==> src/rtl/spi_pkg.sv <==
// Shared definitions for the SPI master/slave loopback block.
package spi_pkg;

    localparam int unsigned DATA_W  = 12;
    localparam int unsigned CLK_DIV = 10;
    localparam int unsigned BCNT_W  = $clog2(DATA_W);

    typedef enum logic {
        IDLE,
        SEND
    } state_t;

    // Counter width for a counter spanning 0..n-1, never narrower than one bit.
    function automatic int unsigned cnt_w(input int unsigned n);
        return (n > 1) ? $clog2(n) : 1;
    endfunction

endpackage

==> src/rtl/spi_slave.sv <==
// Loopback slave: samples mosi on sclk falling strobes while cs is low and
// presents each completed word on dout with a one-sclk-period done pulse.
import spi_pkg::*;

module spi_slave #(
    parameter int unsigned DATA_W = spi_pkg::DATA_W
) (
    input  logic              clk,
    input  logic              rst,
    input  logic              fall_en,
    input  logic              cs,
    input  logic              mosi,
    output logic [DATA_W-1:0] dout,
    output logic              done
);

    localparam int unsigned BW = cnt_w(DATA_W);

    // Holds only the DATA_W-1 bits received so far; the final bit is taken
    // straight from mosi when the word is assembled into dout.
    logic [DATA_W-2:0] sreg;
    logic [BW-1:0]     bcnt;

    // Bit capture, word completion and done pulse timing.
    always_ff @(posedge clk or posedge rst) begin
        if (rst) begin
            sreg <= '0;
            bcnt <= '0;
            dout <= '0;
            done <= 1'b0;
        end else if (fall_en) begin
            done <= 1'b0;
            if (!cs) begin
                if (bcnt == BW'(DATA_W - 1)) begin
                    dout <= {mosi, sreg};
                    done <= 1'b1;
                    bcnt <= '0;
                    sreg <= '0;
                end else begin
                    sreg <= {mosi, sreg[DATA_W-2:1]};
                    bcnt <= bcnt + 1'b1;
                end
            end else begin
                bcnt <= '0;
            end
        end
    end

endmodule

==> src/rtl/spi.sv <==
// SPI master with free-running sclk divider, LSB-first transmit and an
// internal loopback slave that reassembles the transmitted word.
import spi_pkg::*;

module spi #(
    parameter int unsigned DATA_W  = spi_pkg::DATA_W,
    parameter int unsigned CLK_DIV = spi_pkg::CLK_DIV
) (
    input  logic              clk,
    input  logic              rst,
    input  logic              start,
    input  logic [DATA_W-1:0] din,
    output logic [DATA_W-1:0] dout,
    output logic              done,
    output logic              sclk,
    output logic              cs,
    output logic              mosi
);

    localparam int unsigned DIVW = cnt_w(CLK_DIV);
    localparam int unsigned BW   = cnt_w(DATA_W);

    logic [DIVW-1:0]   div_cnt;
    logic              div_hit;
    logic              rise_en;
    logic              fall_en;
    state_t            state;
    logic [DATA_W-1:0] sreg;
    logic [BW-1:0]     bcnt;

    // Strobes fire on the clk edge that toggles sclk, so logic acting on them
    // sees the same edge as the sclk transition.
    always_comb begin
        div_hit = (div_cnt == DIVW'(CLK_DIV - 1));
        rise_en = div_hit && !sclk;
        fall_en = div_hit && sclk;
    end

    // Free-running sclk divider.
    always_ff @(posedge clk or posedge rst) begin
        if (rst) begin
            div_cnt <= '0;
            sclk    <= 1'b0;
        end else if (div_hit) begin
            div_cnt <= '0;
            sclk    <= ~sclk;
        end else begin
            div_cnt <= div_cnt + 1'b1;
        end
    end

    // Master FSM: accepts start on a rising strobe and shifts din out LSB first.
    // The shift register holds the bits still to be sent after the one on mosi.
    always_ff @(posedge clk or posedge rst) begin
        if (rst) begin
            state <= IDLE;
            sreg  <= '0;
            bcnt  <= '0;
            cs    <= 1'b1;
            mosi  <= 1'b0;
        end else if (rise_en) begin
            case (state)
                IDLE: begin
                    cs   <= 1'b1;
                    mosi <= 1'b0;
                    if (start) begin
                        sreg  <= {1'b0, din[DATA_W-1:1]};
                        bcnt  <= '0;
                        cs    <= 1'b0;
                        mosi  <= din[0];
                        state <= SEND;
                    end
                end
                SEND: begin
                    if (bcnt != BW'(DATA_W - 1)) begin
                        mosi <= sreg[0];
                        sreg <= sreg >> 1;
                        bcnt <= bcnt + 1'b1;
                    end else begin
                        cs    <= 1'b1;
                        mosi  <= 1'b0;
                        state <= IDLE;
                    end
                end
                default: begin
                    cs    <= 1'b1;
                    mosi  <= 1'b0;
                    state <= IDLE;
                end
            endcase
        end
    end

    spi_slave #(
        .DATA_W(DATA_W)
    ) u_slave (
        .clk    (clk),
        .rst    (rst),
        .fall_en(fall_en),
        .cs     (cs),
        .mosi   (mosi),
        .dout   (dout),
        .done   (done)
    );

endmodule

==> config.mk <==
export PLATFORM = sky130hd
export DESIGN_NAME = spi
export DESIGN_NICKNAME = d
export VERILOG_FILES = /design/src/rtl/spi_pkg.sv /design/src/rtl/spi_slave.sv /design/src/rtl/spi.sv
export SDC_FILE = /design/constraint.sdc
export NUM_CORES = 1
export LEC_CHECK = 0
export ABC_AREA = 0
export CORE_UTILIZATION = 59
export DETAILED_ROUTE_END_ITERATION = 12
export PLACE_DENSITY = 0.9
export SYNTH_ARGS = -nofsm -noshare
export SYNTH_HDL_FRONTEND = slang
export SYNTH_SLANG_ARGS = --single-unit
==> constraint.sdc <==
create_clock -name clk -period 4.9 [get_ports clk]
set_input_delay 0.98 -clock clk [delete_from_list [all_inputs] [get_ports clk]]
set_output_delay 0.98 -clock clk [all_outputs]
set_load 0.01 [all_outputs]
=== Yosys cells after proc, flatten, opt, wreduce, memory -nomap -nowiden ===
Index checks and enable logic that the tools add are counted.

* Register bits after elaboration: 52
* Input bits: 15
* Output and inout port bits: 16
* Word-level logic and storage cells: 51

* $add $sub $neg: 3
* Eq/ne operators: 6
* Multiplexer cells: 21
* Bitwise logic cells: 3
* Reduce and logical (&&, ||, !) cells: 7

{| class="wikitable"
|+ Operators with widths
! operator !! count
|-
| 12-bit two-way mux || 2
|-
| 12-bit case mux with 2 select lines || 1
|-
| 4-bit two-way mux || 5
|-
| 4-bit by 1-bit adder with 4-bit output, second input constant || 3
|-
| 11-bit two-way mux || 1
|-
| 4-bit == test, second input constant || 2
|-
| 1-bit two-way mux || 8
|-
| 4-bit case mux with 2 select lines || 1
|-
| 1-bit case mux with 2 select lines || 3
|-
| 3-bit AND reduction || 2
|-
| 2-bit inequality test, second input constant || 2
|-
| 4-bit inequality test, second input constant || 1
|-
| 2-bit AND reduction || 2
|-
| 1-bit NOT || 3
|-
| 1-bit logical AND || 2
|-
| 2-bit by 1-bit inequality test with 1-bit output, second input constant || 1
|-
| 1-bit zero test || 1
|}

=== Depth between registers and ports, before layout ===
Gate-level depths: netlist of run 1.

* Word-level depth: 3
* Depth in mapped cells: 5

=== Modules after synthesis ===
A second synthesis of run 1 with hierarchy kept.

* Cells, all modules: 180
* Area total of the unflattened synthesis: 2250.9 um^2

{| class="wikitable"
|+ Modules (own cells, without submodules)
! module !! times used !! cells an instance !! area each (um^2) !! sequential area each (um^2)
|-
| spi_slave || 1 || 75 || 1128.6 || 700.7
|-
| spi || 1 || 105 || 1122.3 || 576.8
|}

=== Least setup slack after synthesis of run 1 ===
No wires, ideal clock.

* Path type: input to register
* From: in start
* To: reg sreg[0]
* Library setup time: 0.125 ns
* Arrival: 1.907 ns
* Required time: 4.775 ns
* Slack: 2.867 ns
* Stages on the path: 4
* Buffers on the path: 1
* Cells stage by stage: nor2_1 > a2111oi_4 > buf_6 > mux2_4

* Longest elaborated chain between the ends: 2

{| class="wikitable"
|+ Ends and longest elaborated chain
! element !! line !! text
|-
| start: declaration || spi.sv:11 || <nowiki>input logic start,</nowiki>
|-
| 2-bit inequality test (no source line) || n/a ||
|-
| 3-bit AND reduction (no source line) || n/a ||
|-
| end signal: assignment || spi.sv:67 || <nowiki>sreg <= {1'b0, din[DATA_W-1:1]};</nowiki>
|-
| end signal: assignment || spi.sv:77 || <nowiki>sreg <= sreg >> 1;</nowiki>
|-
| end: declaration || spi.sv:28 || <nowiki>logic [DATA_W-1:0] sreg;</nowiki>
|}

No other way between the ends.
A chain may end at the register's enable or synchronous reset.

=== Worst setup path in the final report of run 1 ===
* From: in start
* To: reg sreg[9]

Same word-level chain as after synthesis.

==> metrics.md, run 1 <==
| Metric | Value |
|---|---|
| Status | `finished, final reports clean` |
| Synth unique cells | `between 40 and 50` |
| Non-filler cells, final | `about 260` |
| Top cell type's share of synthesized area | `between 50% and 60%` |
| CP endpoint kind | `flop` |
| Avg Cell Area, Syn | `roughly 13 µm²` |
| Critical Path RT | `approximately 5 ns` |
| Gpl congestion | `0.839` |
| Met2 Track Usage GR | `37.4%` |
| Met3 Use GR | `roughly 5.3%` |
| Stages on worst setup path | `4` |
| Ys Warns | `0` |
| WL/cell | `16.9 µm` |
| EDFF count, synth | `0` |
| Final wirelength | `about 4300 µm` |
| # DRC | `0` |
| Row Count | `22` |
| Die height | `approximately 66 µm` |
| Leading area contributor after synthesis | `dfrtp_1` |
| Achievable frequency | `0.357 GHz` |
| Post-route cell area | `about 0.0028 mm²` |
| Most common cell in the netlist | `dfrtp_1` |
| Via density | `just over 6` |
| Area delta synth->final | `16.4%` |
| WHS | `a little over 0.5 ns` |
| CTS Root Cell | `clkbuf_8` |
| CP top delay family | `compound AO/OA/AOI/OAI gates` |
| Largest net degree at the start of global routing | `52` |
| Ys async rst share | `between 90% and 100%` |
| Flops & latches, synth | `between 50 and 60` |
| Number of global-route vias before repair | `~1,500` |
| Worst hold path class | `flop to flop` |
| Post-synthesis cell count | `approximately 180` |
| Max-Cap Viols | `0` |
| Fin crit period | `2.80 ns` |
| Clock Tree Buf Depth | `2` |
| Setup crit end | `sreg[9]` |
| Worst Reg-to-Reg Cells | `3` |
| Unrepaired setup endpoints after global routing | `no` |
| Worst-path cell chain | `clkdlybuf4s50_1 > nor2_1 > a2111oi_4 > mux2_2` |
| Die W | `66.1 µm` |
| CTS tree | `done` |
| Fin crit share | `between 50% and 60%` |
| Die ar. | `approximately 0.0044 mm²` |
| Post-DP HPWL | `between 3000 and 4000 µm` |
| Final Hold Viols | `0` |
| CTS buffer count | `5` |
| R2R Path End | `u_slave.dout[3]` |
| Final setup violating endpoints | `0` |
| Grt ovf | `0` |
| Critical path origin | `start` |
| ANT cells | `0` |
| Lkg Pwr | `roughly 1.3 nW` |
| Final Max Tran Viols | `0` |
| IO Pins | `31` |
| Post-CTS Setup Repair Bufs | `0` |
| Final ANT Viol Nets | `0` |
| Port Buf Inserts | `30` |
| Clk slew on worst S/H paths | `0.10 ns` |
| Share of the yosys chip area belonging to registers | `between 50% and 60%` |
| Max rail drop VDD | `0.000213 V` |
| Clk Latency, worst-skew pair | `approximately 0.30 ns` |
| Placed inst area | `approximately 0.0027 mm²` |
| TNS Setup | `0 ns` |
| Fraction of layout cells with a size suffix above 1 | `roughly 31%` |
| Area contributors post-synth | `dfrtp_1 52%, mux2_2 14%, a21bo_2 4.5%, mux2_4 4.3%, nand4_1 3.1%` |
| Clock Sinks | `51` |
| CP max stage delay | `0.98 ns` |
| Final Skew | `slightly above 0.007 ns` |
| GR Layer Usage met1 | `29.8%` |
| WP data arrival | `~3.0 ns` |
| Register-to-register setup slack | `2.22 ns` |
| Post-CTS Hold Buffers | `0` |
| Via Count | `approximately 1,600` |
| Starting Density | `a little under two thirds` |
| Mapped cell area | `between 0.002 and 0.0025 mm²` |
| RR Startpoint | `sclk` |
| Critical Path Start Type | `input port` |
| Critical path type | `input port to flop` |
| Total track usage | `a little under a quarter` |
| Final nets | `about 230` |
| Worst Tran Pin Value | `1.20 ns` |
| 1st-iter DRT viols | `68` |
| Crit-path max FO | `15` |
| First-pass GRT wire length | `7320 µm` |
| Critical-path top delay cell | `a2111oi_4` |
| DRT Pass-1 Iters | `4` |
| Pwr Density | `about 290 mW/mm²` |
| Top_reg_cell synth | `dfrtp_1` |
| Most frequent cells after synthesis | `50 x dfrtp_1, 31 x mux2_2, 12 x nand4_1, 11 x a21bo_2, 8 x nand2_1` |
| Initial antenna violation count | `0` |
| WP buf/inv | `1` |
| Post-CTS Resized | `0` |
| Post-synth net total | `between 150 and 200` |
| H-tree Lvls | `2` |
| Gr busiest metal | `met2` |
| Post-Place Cells | `roughly 250` |
| Slew headroom | `between 10% and 20%` |
| Core Footprint | `~0.0038 mm²` |
-- power breakdown --
group	internal, W	switching [W]	total, W
combinational	0.0000468	0.0000269	0.0000737
clock	0.000152	0.000139	0.000291
sequential	0.000439	0.0000160	0.000455
-- routing by layer --
metal | vias to the layer above | share of wire, %
li1 | 715 | -
met1 | 781 | 42
met2 | 44 | 52
met3 | 14 | 3.7
met4 | 0 | 2.0
met5 | - | 0
-- stage by stage --
step	utilization [%]	worst slack (ns)	power [W]
after global placement	71.3	1.91	0.000530
after detailed placement	71.3	1.79	0.000536
after floorplan	-	2.69	0.000509
after global routing	74.3	1.98	0.000851
after CTS	74.3	2.12	0.000823
final	74.3	2.10	0.000820
-- state kept, by name (all words and copies together), names as in the netlist --
register	flops
u_slave.dout	12
mosi	1
u_slave.sreg	11
state	1
div_cnt	4
bcnt	4
cs	1
u_slave.done	1
u_slave.bcnt	4
sclk	1
sreg	11
-- cells in the final DEF, fill, tap and decap left out, types with 2 or more instances in the layout --
master            n
nor3b_1           2
o21ai_0           2
ha_1              2
dfrtp_1          50
inv_1             6
clkbuf_8          5
mux2i_1           2
nand3b_1          5
nand3_1           3
mux2_4            7
o2bb2ai_1         2
a21bo_2          11
mux2_2           31
a21oi_1           2
clkdlybuf4s50_1  30
nand4_1          12
nand2_1           8
nor2b_1           4
-- worst min path at each step --
stage | to | depth (start not counted) | startpoint
2_1_floorplan | u_slave.sreg[0] | 1 | u_slave.sreg[0]
3_3_place_gp | u_slave.sreg[0] | 1 | u_slave.sreg[0]
3_5_place_dp | u_slave.sreg[0] | 1 | u_slave.sreg[0]
4_1_cts | u_slave.sreg[0] | 1 | u_slave.sreg[0]
5_1_grt | u_slave.sreg[8] | 1 | u_slave.sreg[8]
6_report | u_slave.sreg[0] | 1 | u_slave.sreg[0]
-- cell families (layout without fill, tap and decap cells) --
group	Yosys count	count (layout)	share of synthesized area [%]
flops	51	51	52.7
simple gates	42	42	11.5
mux	40	40	19.6
compound gates	28	28	10.7
buf+inv	17	45	4.18
fa+ha+maj	2	2	1.03
xor+xnor	1	1	0.361
-- final cells by class --
type | count | area [µm²]
clock inverters | 3 | 43.8
clock buffers | 5 | 68.8
multi-input cells | 113 | 1050
flip-flops and latches | 51 | 1280
repair buffers | 30 | 300
inverters | 7 | 26.3
well taps | 48 | 60.1
fillers | 241 | 976
Power figures use the tool's default switching activity.
==> inputs of run 2 (changes only) <==
Settings changed: CORE_UTILIZATION 59 to 55, PLACE_DENSITY 0.9 to 0.85.
Clock period 4.9 ns to 2.78 ns, I/O delays scaled along.
==> run 2 against run 1 <==
Effect of this change:
- sequential power grew 75%
- final cell count increased by 3.5%
- critical path type is now flop to primary output
- largest power group unchanged
- setup slack lost 1.4 ns
- largest cell class unchanged
- utilization shrank 4.7 points
==> metrics.md, run 2 (synthesized netlist as in run 1, its figures left out) <==
| Metric | Value |
|---|---|
| Critical Path Start Type | `flop` |
| CTS tree | `done` |
| HP Start | `u_slave.dout[6]` |
| Fin crit share | `about three quarters` |
| Regs by FF count | `u_slave.dout (12), sreg (11), u_slave.sreg (11)` |
| Max-Cap Viols | `0 (unchanged)` |
| Die ar. | `0.00468 mm² (+7.0%)` |
| Unrepaired setup endpoints after global routing | `no` |
| Final setup violating endpoints | `0 (unchanged)` |
| RR Startpoint | `bcnt[0]` |
| Commonest non-fill, non-tap cells in the layout | `50 x dfrtp_1, 31 x mux2_2, 30 x clkdlybuf4s50_1, 12 x nand4_1, 11 x a21bo_2` |
| Slew headroom | `52.4% (+33 points)` |
| Final Hold Viols | `0 (unchanged)` |
| 1st-iter DRT viols | `137 (+100%)` |
| Starting Density | `58.9% (-4.9 points)` |
| Critical-path top delay cell | `clkdlybuf4s50_1` |
| Largest net degree at the start of global routing | `37 (-29%)` |
| Final Skew | `0.00819 ns (+0.000918 ns)` |
| Post-DP HPWL | `3090 µm (+2.5%)` |
| Core Footprint | `0.00412 mm² (+8.3%)` |
| Largest register FFs | `12 (unchanged)` |
| Die W | `68.4 µm (+3.5%)` |
| Clk slew on worst S/H paths | `0.08 ns (-0.02 ns)` |
| Crit-path max FO | `10 (-5)` |
| CP max stage delay | `0.62 ns (-0.36 ns)` |
| Worst-path cell chain | `clkdlybuf4s50_1` |
| # DRC | `0 (unchanged)` |
| CP top delay family | `buffers and inverters` |
| First-pass GRT wire length | `7240 µm (-1.1%)` |
| CP endpoint kind | `primary output` |
| Post-Place Worst Slack | `0.647 ns (-1.15 ns)` |
| Final setup margin | `0.734 ns (-1.37 ns)` |
| H-tree Lvls | `2 (unchanged)` |
| Max rail drop VDD | `0.000359 V (+68%)` |
| Clock Sinks | `51 (unchanged)` |
| Initial antenna violation count | `0 (unchanged)` |
| Port Buf Inserts | `30 (unchanged)` |
| Biggest register | `u_slave.dout` |
| Final wirelength | `4380 µm (+0.97%)` |
| Total track usage | `21.5% (-1.1 points)` |
| Area delta synth->final | `18.2%` |
| WL/cell | `16.5 µm (-2.4%)` |
| Status | `finished, final reports clean` |
| Critical path type | `flop to primary output` |
| Grt ovf | `0 (unchanged)` |
| Critical Path RT | `2.22 ns (-2.87 ns)` |
| Critical path origin | `sclk` |
| CTS Root Cell | `clkbuf_8` |
| Post-CTS Setup Repair Bufs | `0 (unchanged)` |
| WP buf/inv | `1 (unchanged)` |
| Fin crit period | `2.05 ns` |
| Clk Latency, worst-skew pair | `0.30 ns (about the same)` |
| DRT Pass-1 Iters | `4 (unchanged)` |
| Commonest non-fill, non-tap cell in the layout | `dfrtp_1` |
| Number of global-route vias before repair | `1,538 (+1.3%)` |
| Die height | `68.4 µm (+3.5%)` |
| CTS buffer count | `5 (unchanged)` |
| Worst Tran Pin Value | `0.712 ns (-0.490 ns)` |
| Final nets | `232 (+3.1%)` |
| Via density | `5.81 (-3.9%)` |
| ANT cells | `0 (unchanged)` |
| Fraction of layout cells with a size suffix above 1 | `32.9% (+1.8 points)` |
| Final ANT Viol Nets | `0 (unchanged)` |
| Lkg Pwr | `1.35 nW (+1.9%)` |
| WP data arrival | `1.49 ns (-1.50 ns)` |
| Gpl congestion | `0.868 (+3.4%)` |
| TNS Setup | `0 ns (unchanged)` |
| Post-CTS Resized | `0 (unchanged)` |
| Post-CTS Hold Buffers | `0 (unchanged)` |
| Via Count | `1,546 (-0.51%)` |
| Final Max Tran Viols | `0 (unchanged)` |
| IO Pins | `31 (unchanged)` |
| Clock Tree Buf Depth | `2 (unchanged)` |
| Achievable frequency | `roughly 0.49 GHz` |
| Worst hold path class | `flop to flop` |
| Pwr Density | `485 mW/mm² (+67%)` |
| Row Count | `23 (+4.5%)` |
## run 2: changes by cell type in the layout (fill, tap and decap cells not counted)
cell | previous run | this run
buf_4 | 0 | 7
clkbuf_8 | 5 | 7
bufinv_16 | 1 | 0
clkbuf_1 | 0 | 1
clkinv_2 | 1 | 0
clkinv_4 | 1 | 0
## run 2: cell type report
cell class                      count  area [µm²]
Tap cell                           50        62.6
Sequential cell                    51        1280
Timing Repair Buffer               37         353
Clock buffer                        8         100
Multi-Input combinational cell    113        1050
Fill cell                         281        1250
Inverter                            7        26.3
## run 2: metrics by stage
step / cell area (µm²) / hold WS [ns] / power (W) / std cells / utilization [%]
finish: 2870 / 0.508 / 0.00139 / 266 / 69.6
global route: 2870 / 0.531 / 0.00145 / 266 / 69.6
CTS: 2870 / 0.512 / 0.00140 / 266 / 69.6
detailed placement: 2770 / 0.491 / 0.000950 / 258 / 67.2
global placement: 2770 / 0.469 / 0.000937 / 258 / 67.2
floorplan: 2420 / 0.459 / 0.000897 / 181 / -
## run 2: worst paths after layout
kind	slack, ns	endpoint	cells after the start
min in group asynchronous	0.69	u_slave.dout[11]	2
worst min register to register	0.51	u_slave.dout[6]	1
worst max register to register	0.82	bcnt[0]	5
worst min-delay path	0.51	u_slave.dout[6]	1
worst max-delay path	0.73	sclk	1
max in group asynchronous	1.47	sreg[2]	3
## run 2: worst reg2reg max path: cells and delay by family, from the launching register on
| family | cells | cell delay (ns) |
|---|---|---|
| DFF | 1 | 0.41 |
| buffers and inverters | 1 | 0.30 |
| muxes | 1 | 0.37 |
| adders and majority gates | 1 | 0.25 |
| AOI/OAI and AO/OA | 1 | 0.28 |
| and+or+nand+nor | 1 | 0.24 |
## run 2: metal layers
metal / track usage (%) / share of wire (%) / vias up
met1: 27.0 / 44 / 776
met3: 5.50 / 2.9 / 5
met5: 0 / 0 / -
li1: - / - / 726
met2: 35.9 / 53 / 39
met4: 7.03 / 0.62 / 0
## run 2: power by group
part	switching, W	internal (W)
sequential	0.0000251	0.000773
combinational	0.0000518	0.0000853
clock	0.000227	0.000227
